**config.mk**
```make
export PLATFORM = sky130hd
export DESIGN_NAME = cell2_tester
export DESIGN_NICKNAME = d
export VERILOG_FILES = /design/src/rtl/cell2_tester.sv
export SDC_FILE = /design/constraint.sdc
export NUM_CORES = 1
export LEC_CHECK = 0
export ABC_AREA = 1
export CAP_MARGIN = 25
export CORE_ASPECT_RATIO = 0.6
export CORE_MARGIN = 2
export CORE_UTILIZATION = 54
export CTS_BUF_LIST = sky130_fd_sc_hd__clkbuf_8 sky130_fd_sc_hd__clkbuf_16
export CTS_CLUSTER_SIZE = 25
export DETAILED_ROUTE_END_ITERATION = 8
export PLACE_DENSITY = 0.82
export SLEW_MARGIN = 5
export SYNTH_ARGS = -nofsm -noshare
export SYNTH_HDL_FRONTEND = slang
export SYNTH_SLANG_ARGS = --single-unit
```
**constraint.sdc**
```tcl
create_clock -name clk -period 2.05 [get_ports clk]
set_input_delay 0.205 -clock clk [delete_from_list [all_inputs] [get_ports clk]]
set_output_delay 0.205 -clock clk [all_outputs]
set_load 0.01 [all_outputs]
```
**src/rtl/cell2_tester.sv**
```systemverilog
// cell2_tester: walks {A,B} = 00,01,10,11 into a 2-input cell for PASSES sweeps,
//   samples the synchronized cell output after a settle window and counts mismatches vs TRUTH.
// Latency: done rises 4*PASSES*(SETTLE+1) cycles after the edge that accepts start.
// Backpressure: none; start is accepted only in IDLE/DONE and is ignored while busy.
// Optional build macro: CELL2_TESTER_STABLE_CHECK_EN also fails a sample whose
//   synchronized value differs from the previous cycle's value.
// Ports: clk, rst (async active-high); start run request; dut_y raw cell output;
//   stim_a/stim_b registered cell drive; busy/done/pass run status;
//   err_cnt saturating mismatch count; fail_valid/fail_vec per-mismatch pulse and last failing vector.
module cell2_tester #(
  parameter logic [3:0] TRUTH  = 4'b0111,
  parameter int unsigned SETTLE = 4,
  parameter int unsigned PASSES = 2
) (
  input  logic       clk,
  input  logic       rst,
  input  logic       start,
  input  logic       dut_y,
  output logic       stim_a,
  output logic       stim_b,
  output logic       busy,
  output logic       done,
  output logic       pass,
  output logic [7:0] err_cnt,
  output logic       fail_valid,
  output logic [1:0] fail_vec
);

  localparam logic [1:0] ST_IDLE   = 2'd0;
  localparam logic [1:0] ST_HOLD   = 2'd1;
  localparam logic [1:0] ST_SAMPLE = 2'd2;
  localparam logic [1:0] ST_DONE   = 2'd3;

  localparam logic [3:0] SETTLE_LAST = 4'(SETTLE - 1);
  localparam logic [3:0] PASS_LAST   = 4'(PASSES - 1);

  logic [1:0] state;
  logic [1:0] vec;
  logic [3:0] pass_cnt;
  logic [3:0] settle_cnt;
  logic       y_m;
  logic       y_s;
  logic       mismatch;
  logic [1:0] vec_next;

  assign vec_next = vec + 2'd1;
  assign pass     = done && (err_cnt == 8'd0);

`ifdef CELL2_TESTER_STABLE_CHECK_EN
  // Previous-cycle copy of y_s; a change right before sampling means the cell
  // output had not settled, which is reported as a single mismatch.
  logic y_prev;

  always_ff @(posedge clk or posedge rst) begin
    if (rst) y_prev <= 1'b0;
    else     y_prev <= y_s;
  end

  assign mismatch = (y_s != TRUTH[vec]) || (y_s != y_prev);
`else
  assign mismatch = (y_s != TRUTH[vec]);
`endif

  // dut_y is asynchronous to clk; only y_s is ever looked at.
  always_ff @(posedge clk or posedge rst) begin
    if (rst) begin
      y_m <= 1'b0;
      y_s <= 1'b0;
    end else begin
      y_m <= dut_y;
      y_s <= y_m;
    end
  end

  always_ff @(posedge clk or posedge rst) begin
    if (rst) begin
      state      <= ST_IDLE;
      vec        <= 2'd0;
      pass_cnt   <= 4'd0;
      settle_cnt <= 4'd0;
      stim_a     <= 1'b0;
      stim_b     <= 1'b0;
      busy       <= 1'b0;
      done       <= 1'b0;
      err_cnt    <= 8'd0;
      fail_valid <= 1'b0;
      fail_vec   <= 2'd0;
    end else begin
      fail_valid <= 1'b0;
      case (state)
        ST_IDLE, ST_DONE: begin
          if (start) begin
            state      <= ST_HOLD;
            vec        <= 2'd0;
            pass_cnt   <= 4'd0;
            settle_cnt <= 4'd0;
            stim_a     <= 1'b0;
            stim_b     <= 1'b0;
            err_cnt    <= 8'd0;
            done       <= 1'b0;
            busy       <= 1'b1;
          end
        end
        ST_HOLD: begin
          // SETTLE hold cycles, then the sample cycle makes SETTLE+1 per vector.
          if (settle_cnt == SETTLE_LAST) begin
            settle_cnt <= 4'd0;
            state      <= ST_SAMPLE;
          end else begin
            settle_cnt <= settle_cnt + 4'd1;
          end
        end
        ST_SAMPLE: begin
          if (mismatch) begin
            if (err_cnt != 8'hFF) err_cnt <= err_cnt + 8'd1;
            fail_vec   <= vec;
            fail_valid <= 1'b1;
          end
          vec <= vec_next;
          if (vec == 2'd3 && pass_cnt == PASS_LAST) begin
            state  <= ST_DONE;
            busy   <= 1'b0;
            done   <= 1'b1;
            stim_a <= 1'b0;
            stim_b <= 1'b0;
          end else begin
            if (vec == 2'd3) pass_cnt <= pass_cnt + 4'd1;
            state  <= ST_HOLD;
            stim_a <= vec_next[1];
            stim_b <= vec_next[0];
          end
        end
        default: state <= ST_IDLE;
      endcase
    end
  end

endmodule

```
==> results_tabular.tex <==
\begin{tabular}{lr}
\hline
Metric & Value \\
\hline
\multicolumn{2}{l}{\textbf{Power}} \\
Net Sw Frac & between 40\% and 50\% \\
Register share of total power & between 30\% and 40\% \\
Int Power & about 0.0014 W \\
Total leakage power & 0.909 nW \\
Max VDD drop & 0.000594 V \\
Power density over cell area & 1210 nW/um\^{}2 \\
Sw power & slightly below 0.001 W \\
Combinational cell fraction of total power & 44.8\% \\
Clock group share of total power & 19.5\% \\
\multicolumn{2}{l}{\textbf{Setup path}} \\
Largest stage delay on the critical path & about 0.4 ns \\
Ordered list of cells on the worst path & inv\_1 -> ha\_1 -> nand2\_2 -> o21ai\_2 -> inv\_2 -> nand3\_4 -> nand2\_1 -> o21ai\_2 \\
Endpoint arrival time on the critical path & 1.91 ns \\
Kind of start point of the critical path & flip-flop \\
Critical path origin & state[0] \\
Critical Path Slowest Stage Cell & dfrtp\_1 \\
Required time worst endpoint & 2.21 ns \\
CP Class & flip-flop to flip-flop \\
Reg-to-reg startpoint & state[0] \\
Sort of element at the end of the critical path & flip-flop \\
Most common cell on crit path & o21ai\_2 \\
Largest fanout on the critical path & 16 \\
\multicolumn{2}{l}{\textbf{Yosys}} \\
Share of synthesized area occupied by flip-flops and latches & 45.0\% \\
Area fraction of the dominant cell type after synthesis & 45.0\% \\
Top cells by instance count after synthesis & nand2\_1, dfrtp\_1, inv\_1, o21ai\_0, nor2\_1 \\
Syn Std Cell Area & 1610 sq um \\
Top\_reg\_cell synth & dfrtp\_1 \\
Number of enable-type register cells in the synthesized netlist & 0 \\
Syn. warnings & 0 \\
Mean Syn Cell Area & between 8 and 9 sq um \\
Number of storage elements in the synthesis netlist & 29 \\
Distinct cells, synth & 26 \\
Post-synth ARST share & 100\% \\
Leading post-synthesis cells by cell area & dfrtp\_1, nand2\_1, ha\_1, o21ai\_0, nand3\_1 \\
Syn\_nets & just over 200 \\
Number of instances in the synthesized netlist & 191 \\
Post-synthesis cell type with the largest combined area & dfrtp\_1 \\
Most repeated cell in the gate-level netlist after synthesis & nand2\_1 \\
\multicolumn{2}{l}{\textbf{Route}} \\
Number of detailed-routing iterations run before antenna repair & 4 \\
DRT antenna net count & 0 \\
DRC violations left & 0 \\
First-iteration detailed-routing DRC count & $\sim$120 \\
Total routed wirelength & 3.18 mm \\
Vias per inst & 5.18 \\
Routed len/inst & between 10 and 15 um \\
Detailed-route via count & 1,337 \\
\multicolumn{2}{l}{\textbf{Timing}} \\
Number of hold violations in the final report & 0 \\
Unrepaired setup endpoints after global routing & false \\
Worst-Margin Slew & roughly 0.36 ns \\
Final setup vio count & 0 \\
Clock Skew & 0.00293 ns \\
Final hold slack & 0.293 ns \\
Highest Clock Rate & about 570 MHz \\
Final worst path period share & 85.2\% \\
Worst slew margin relative to its limit & 76.0\% \\
Time the final worst path needs with I/O delays and setup & 1.75 ns \\
Setup total negative slack & 0 ns \\
Number of pins with negative max-slew slack in the final report & 0 \\
\multicolumn{2}{l}{\textbf{Hold path}} \\
Min-Delay Path Class & input port to async pin \\
\multicolumn{2}{l}{\textbf{Placed design}} \\
Placed wire-length estimate after detailed placement & 2.42 mm \\
Port Buffers & 19 \\
Placer congestion estimate & 0.953 \\
\multicolumn{2}{l}{\textbf{Global route}} \\
Initial antenna violation count & 0 \\
Vias in the first global route & 1,224 \\
Overall global routing resource usage & a little over a fifth \\
Wire length of the first global-routing pass & between 5 and 6 mm \\
Overflow after GRT & 0 \\
Maximum number of pins on one net before global-route repair & 30 \\
\multicolumn{2}{l}{\textbf{Floorplanning}} \\
Die outline area & roughly 3500 sq um \\
Starting density of the core & 56.5\% \\
Placeable core area & roughly 2900 sq um \\
Die Width & 74.5 um \\
Height of the chip & between 40 and 50 um \\
Number of top-level pins & 20 \\
Row count & 15 \\
\multicolumn{2}{l}{\textbf{CTS}} \\
TritonCTS sink count & 29 \\
Number of buffers added for setup after CTS & 0 \\
Clock root cell & clkbuf\_8 \\
Number of H-tree levels & 2 \\
Clock transition time at the flip-flop clock pins of the worst setup and hold paths & around 0.06 ns \\
Later-pin clock latency in the skew report & about 0.28 ns \\
CTS Buffer Depth & 2 \\
CTS tree & yes \\
Number of buffers created by CTS & 5 \\
\multicolumn{2}{l}{\textbf{Job}} \\
\# Max-Cap Violations & 0 \\
\multicolumn{2}{l}{\textbf{Layout}} \\
Proportion of layout cells with a drive suffix above 1 & 15.3\% \\
Final nets & 229 \\
Area growth from synthesis to layout & 19.5\% \\
N\_diodes & 0 \\
\multicolumn{2}{l}{\textbf{Run status}} \\
Result of the run & complete, no violations \\
\hline
\end{tabular}
power groups by stage:
| stage | logic [W] | registers [W] | clock network [W] |
|---|---|---|---|
| global route | 0.00118 | 0.000855 | 0.000483 |
| global placement | 0.000996 | 0.000824 | 0 |
| finish | 0.00104 | 0.000832 | 0.000454 |
| floorplan | 0.000796 | 0.000843 | 0 |
| CTS | 0.00105 | 0.000829 | 0.000463 |
| detailed placement | 0.00104 | 0.000840 | 0 |
flip-flops by register name, summed over array words and instances, names as in the netlist:
| signal | flops |
|---|---|
| stim_a | 1 |
| stim_b | 1 |
| done | 1 |
| y_m | 1 |
| pass_cnt | 4 |
| fail_valid | 1 |
| busy | 1 |
| err_cnt | 8 |
| fail_vec | 2 |
| settle_cnt | 4 |
| y_s | 1 |
| vec | 2 |
| state | 2 |
logic make-up (layout without fill, tap and decap cells):
family / count (synthesis) / in the layout / share of synthesized area, %
AO/OA/AOI/OAI: 30 / 30 / 11.3
XOR/XNOR: 2 / 2 / 1.09
adder cells (fa/ha/maj): 9 / 9 / 6.99
buffers and inverters: 26 / 51 / 7.61
flip-flops: 29 / 29 / 45.0
AND/OR/NAND/NOR: 95 / 95 / 28.0
worst max-delay path: cells and delay by family, from the launching register on:
| kind | cells | cell delay, ns |
|---|---|---|
| buf+inv | 2 | 0.17 |
| flops | 1 | 0.41 |
| compound gates | 2 | 0.16 |
| simple gates | 3 | 0.52 |
| fa+ha+maj | 1 | 0.35 |
final timing paths:
kind                                to  slack [ns]  cells past startpoint
setup / recovery            err_cnt[4]        0.30                      8
hold / removal              err_cnt[5]        0.29                      3
setup reg to reg            err_cnt[4]        0.30                      8
hold reg to reg                    y_s        0.35                      0
max in group asynchronous  pass_cnt[3]        1.49                      3
min in group clk                   y_s        0.35                      0
per-layer routing:
layer	routed length [um]	up-vias	global-route usage, %	part of all wire, %
met5	0	-	0	0
met1	1530	613	27.9	48
met4	79	0	11.8	2.5
met2	1380	46	31.0	43
li1	-	668	-	-
met3	194	10	7.44	6.1
what timing repair did:
item,4_1_cts,5_1_grt
endpoints found under the hold margin,0,0
resized for setup,0,1
hold buffers,0,0
setup endpoints to repair,0,1
area by class of cell:
cell class                 instances  area, sq um
sequential                        29          726
tap                               42         52.6
multi-input combinational        136          763
inverter                          22         82.6
timing repair buffer              22          215
clock inverter                     1         3.75
fill                             225          927
clock buffer                       6         82.6
metrics by stage:
| step | cell area [sq um] | total power, W | util, % | std cells | setup slack (ns) |
|---|---|---|---|---|---|
| 4_1_cts | 1920 | 0.00234 | 67.4 | 258 | 0.0283 |
| 6_report | 1930 | 0.00233 | 67.5 | 258 | 0.303 |
| 2_1_floorplan | 1610 | 0.00164 | - | 191 | 0.499 |
| 5_1_grt | 1930 | 0.00252 | 67.5 | 258 | 0.131 |
| 3_3_place_gp | 1840 | 0.00182 | 64.4 | 251 | 0.367 |
| 3_5_place_dp | 1840 | 0.00188 | 64.4 | 251 | 0.327 |
cell usage in the layout (no fill, tap or decap), drive strengths merged:
cell type / synthesis / final
dfrtp: 29 / 29
xor2: 2 / 2
a21oi: 2 / 2
clkdlybuf4s50: 0 / 18
o21ai: 26 / 26
nor2: 19 / 19
clkbuf: 1 / 6
buf: 3 / 3
dlymetal6s2s: 0 / 1
ha: 9 / 9
inv: 22 / 23
o21bai: 1 / 1
nand4: 5 / 5
o21a: 1 / 1
nand3: 18 / 18
nand2: 50 / 50
nor4: 1 / 1
or2: 2 / 2
(Power assumes the default switching activity.)
==> patch 1, RTL diff (same settings) <==
`TRUTH`: 4'b0111 -> 4'b0011.
--- a/src/rtl/cell2_tester.sv
+++ b/src/rtl/cell2_tester.sv
@@ -9,5 +9,5 @@
 //   err_cnt saturating mismatch count; fail_valid/fail_vec per-mismatch pulse and last failing vector.
 module cell2_tester #(
-  parameter logic [3:0] TRUTH  = 4'b0111,
+  parameter logic [3:0] TRUTH  = 4'b0011,
   parameter int unsigned SETTLE = 4,
   parameter int unsigned PASSES = 2
Function: same outputs for any inputs over 10 cycles, from zero or initial values and one cycle with rst high; that may be too few to reach the edited logic, so the function may still have changed.
==> patch 1 against the unedited design <==
- critical path depth is 1 higher
- non-clock buffer count stayed put
- design area shrank 1.4%
- sequential cell count did not move
- power decreased by 1.1%
- critical path type unchanged
- clock skew is 0.0056 ns higher
- largest power group unchanged
- die area down 1.7%
- setup slack worse by 0.031 ns
- synthesized area down 1.8%
- maximum frequency fell by 1.7%
- wire length rose by 3.4%
==> patch 1: results (changes against the unedited design) <==
{| class="wikitable"
! Metric !! Value
|-
| GRT met2 Usage || 30.7% (was 31.0%)
|-
| Fraction of final layout cells with drive strength greater than 1 || 10.5% (was 15.3%)
|-
| Clock network contribution to total cell area || 4.35% (was 4.48%)
|-
| Reg-to-reg endpoint || pass_cnt[0] (was err_cnt[4])
|-
| Post-detailed-placement cell area || 1810 sq um (was 1840 sq um)
|-
| Via count of the first global-routing pass || 1196 (was 1224)
|-
| Wire length of the first global-routing pass || 5420 um (was 5230 um)
|-
| Top cells by area, synth || sky130_fd_sc_hd__dfrtp_1 46%, sky130_fd_sc_hd__nand2_1 12%, sky130_fd_sc_hd__ha_1 7.1% (was sky130_fd_sc_hd__dfrtp_1 45%, sky130_fd_sc_hd__nand2_1 9.8%, sky130_fd_sc_hd__ha_1 7.0%)
|-
| Post-Place Setup Slack || 0.351 ns (was 0.327 ns)
|-
| Via count of the routed design || 1331 (was 1337)
|-
| Mapped Cells || 194 (was 191)
|-
| Area fraction in compound gates after synthesis || 10.3% (was 11.3%)
|-
| Final Instance Area || 1900 sq um (was 1930 sq um)
|-
| R2r worst-path depth || 9 (was 8)
|-
| Routed WL per cell || 12.5 um (was 12.3 um)
|-
| Net Count, Synth || 207 (was 204)
|-
| Multi-input gates || 137 (was 136)
|-
| Xor/xnor share of the synthesized area || 1.11% (was 1.09%)
|-
| Number of nets in the finished design || 232 (was 229)
|-
| Synth cell types || 25 (was 26)
|-
| Routed vias/inst || 5.08 (was 5.18)
|-
| Fraction of the yosys area taken by sequential cells || 45.8% (was 45.0%)
|-
| Worst setup slack after layout || 0.273 ns (was 0.303 ns)
|-
| Filler cell count || 253 (was 225)
|-
| Final core occ || 67.0% (was 67.5%)
|-
| Global-route met1 utilization || 31.9% (was 27.9%)
|-
| Wire length on met1 || 1640 um (was 1530 um)
|-
| Least-Margin Pin Slew || 0.354 ns (was 0.360 ns)
|-
| Arr. time, crit path || 1.99 ns (was 1.91 ns)
|-
| Layout buffering overhead excluding clock cells || 11.3% (was 11.2%)
|-
| Adder-cell area share of the yosys netlist || 7.11% (was 6.99%)
|-
| Wire length on met2 || 1400 um (was 1380 um)
|-
| Maximum ir drop on the vdd rail || 0.685 mV (was 0.594 mV)
|-
| Outcome || finished clean (unchanged)
|-
| Starting DRC count in detailed routing || 132 (was 122)
|-
| Placer Congestion || 0.821 (was 0.953)
|-
| Worst setup skew after layout || 0.00849 ns (was 0.00293 ns)
|-
| Met3 track utilization from global routing || 6.86% (was 7.44%)
|-
| Met3 wirelength from detailed routing || 187 um (was 194 um)
|}
==> patch 1: cell count changes after synthesis, sizes merged <==
| cell | delta |
|---|---|
| o21bai | -1 |
| o21ai | +1 |
| inv | +2 |
| nand2 | +1 |
| nand4 | +1 |
| a21oi | -1 |
==> patch 1: worst min-delay path by stage <==
| stage | start | endpoint | slack [ns] | cells after the start |
|---|---|---|---|---|
| finish | rst | err_cnt[7] | 0.29 | 3 |
| global route | rst | err_cnt[7] | 0.35 | 3 |
| CTS | rst | err_cnt[7] | 0.31 | 3 |
| detailed placement | y_m | y_s | 0.34 | 0 |
| global placement | y_m | y_s | 0.34 | 0 |
| floorplan | dut_y | y_m | 0.24 | 0 |
==> patch 1: cell families (layout without fill, tap and decap cells) <==
logic type / count (synthesis) / in the layout
compound gates: 29 / 29
xor+xnor: 2 / 2
fa+ha+maj: 9 / 9
buf+inv: 28 / 54
flops: 29 / 29
simple gates: 97 / 97
==> patch 1: power breakdown <==
group / internal, mW / switching (mW) / leakage (nW) / total, mW
clock: 0.229 / 0.216 / 0.0491 / 0.446
sequential: 0.716 / 0.128 / 0.386 / 0.844
combinational: 0.383 / 0.631 / 0.468 / 1.01
total: 1.33 / 0.976 / 0.904 / 2.30
==> patch 1: critical path, cell delays in order (launching register included) <==
cell,delay (ns)
sky130_fd_sc_hd__dfrtp_1,0.41
sky130_fd_sc_hd__inv_1,0.07
sky130_fd_sc_hd__ha_1,0.36
sky130_fd_sc_hd__nand2_2,0.18
sky130_fd_sc_hd__o21ai_2,0.12
sky130_fd_sc_hd__nor2_1,0.15
sky130_fd_sc_hd__nand2_1,0.17
sky130_fd_sc_hd__inv_1,0.11
sky130_fd_sc_hd__nor2_1,0.04
sky130_fd_sc_hd__nor2_1,0.09
==> patch 2, RTL diff (config.mk and constraints unchanged) <==
Made on the original files. Add an input register stage for `start` and `dut_y`; this delays them by one clock. Comments in the files are not updated.
--- a/src/rtl/cell2_tester.sv
+++ b/src/rtl/cell2_tester.sv
@@ -35,4 +35,12 @@
   localparam logic [3:0] PASS_LAST   = 4'(PASSES - 1);
 
+  logic start_q;
+  logic dut_y_q;
+
+  always_ff @(posedge clk) begin
+    start_q <= start;
+    dut_y_q <= dut_y;
+  end
+
   logic [1:0] state;
   logic [1:0] vec;
@@ -68,5 +76,5 @@
       y_s <= 1'b0;
     end else begin
-      y_m <= dut_y;
+      y_m <= dut_y_q;
       y_s <= y_m;
     end
@@ -90,5 +98,5 @@
       case (state)
         ST_IDLE, ST_DONE: begin
-          if (start) begin
+          if (start_q) begin
             state      <= ST_HOLD;
             vec        <= 2'd0;
Function: changed (Yosys sat finds a counterexample within 4 cycles, from zero or initial values and one cycle with rst high).
==> patch 2 against the unedited design <==
- final cell count grew 2.3%
- synthesized area rose by 1.9%
- setup slack better by 0.048 ns
- first-iteration DRC count fell by 28%
- wire length fell by 1.5%
- power up 5.8%
- critical path depth unchanged
- sequential cell count increased by 2
- design area is 3.2% higher
==> patch 2: results (changes against the unedited design) <==
{| class="wikitable"
! Metric !! Value
|-
| Outcome || finished clean (unchanged)
|-
| P_leak || 0.944 nW (was 0.909 nW)
|-
| Worst setup skew after layout || 0.00652 ns (was 0.00293 ns)
|-
| Total instance count after detailed placement || 256 (was 251)
|-
| Average size of a mapped cell || 8.38 sq um (was 8.44 sq um)
|-
| Wire length of the first global-routing pass || 5060 um (was 5230 um)
|-
| Routed vias/inst || 5.06 (was 5.18)
|-
| Maximum ir drop on the vdd rail || 0.897 mV (was 0.594 mV)
|-
| Power in combinational cells || 0.977 mW (was 1.04 mW)
|-
| Net Count, Synth || 209 (was 204)
|-
| Post-Place Setup Slack || 0.339 ns (was 0.327 ns)
|-
| Number of nets in the finished design || 234 (was 229)
|-
| Non-clock inverter count in the final layout || 24 (was 22)
|-
| Top cells by area, synth || sky130_fd_sc_hd__dfrtp_1 44%, sky130_fd_sc_hd__nand2_1 11%, sky130_fd_sc_hd__ha_1 6.9% (was sky130_fd_sc_hd__dfrtp_1 45%, sky130_fd_sc_hd__nand2_1 9.8%, sky130_fd_sc_hd__ha_1 7.0%)
|-
| Placer Congestion || 0.782 (was 0.953)
|-
| Synthesized flop and latch total || 31 (was 29)
|-
| Starting DRC count in detailed routing || 88 (was 122)
|-
| Post-detailed-placement cell area || 1870 sq um (was 1840 sq um)
|-
| Fraction of synthesis flops using an asynchronous set or reset pin || 93.5% (was 100%)
|-
| Arr. time, crit path || 1.87 ns (was 1.91 ns)
|-
| Total power draw || 2.47 mW (was 2.33 mW)
|-
| Multi-input gates || 137 (was 136)
|-
| Via count of the first global-routing pass || 1103 (was 1224)
|-
| Fraction of the yosys area taken by sequential cells || 46.6% (was 45.0%)
|-
| Fraction of final layout cells with drive strength greater than 1 || 12.6% (was 15.3%)
|-
| Worst-path fanout max || 15 (was 16)
|-
| CP peak stage delay || 0.39 ns (was 0.41 ns)
|-
| Switching part of the total || 38.9% (was 41.6%)
|}
## patch 2: routing by layer
metal  global-route usage, %  part of all wire [%]  vias up
met5                       0                     0        -
met4                    9.82                   1.8        0
met3                    7.22                   6.5        7
met2                    25.6                    37       36
met1                    31.0                    54      610
li1                        -                     -      684
## patch 2: how the worst min path moves through the flow
| stage | end | slack [ns] | startpoint |
|---|---|---|---|
| CTS | stim_b | 0.33 | rst |
| floorplan | dut_y_q | 0.23 | dut_y |
| finish | stim_b | 0.31 | rst |
| detailed placement | y_m | 0.33 | dut_y_q |
| global placement | y_m | 0.32 | dut_y_q |
| global route | y_m | 0.35 | dut_y_q |
## patch 2: cells by family after synthesis
kind of cell	count (synthesis)	share of synthesized area [%]
AO/OA/AOI/OAI	31	11.2
adder cells (fa/ha/maj)	9	6.86
flip-flops	31	46.6
AND/OR/NAND/NOR	95	26.3
XOR/XNOR	2	1.07
buffers and inverters	28	7.93
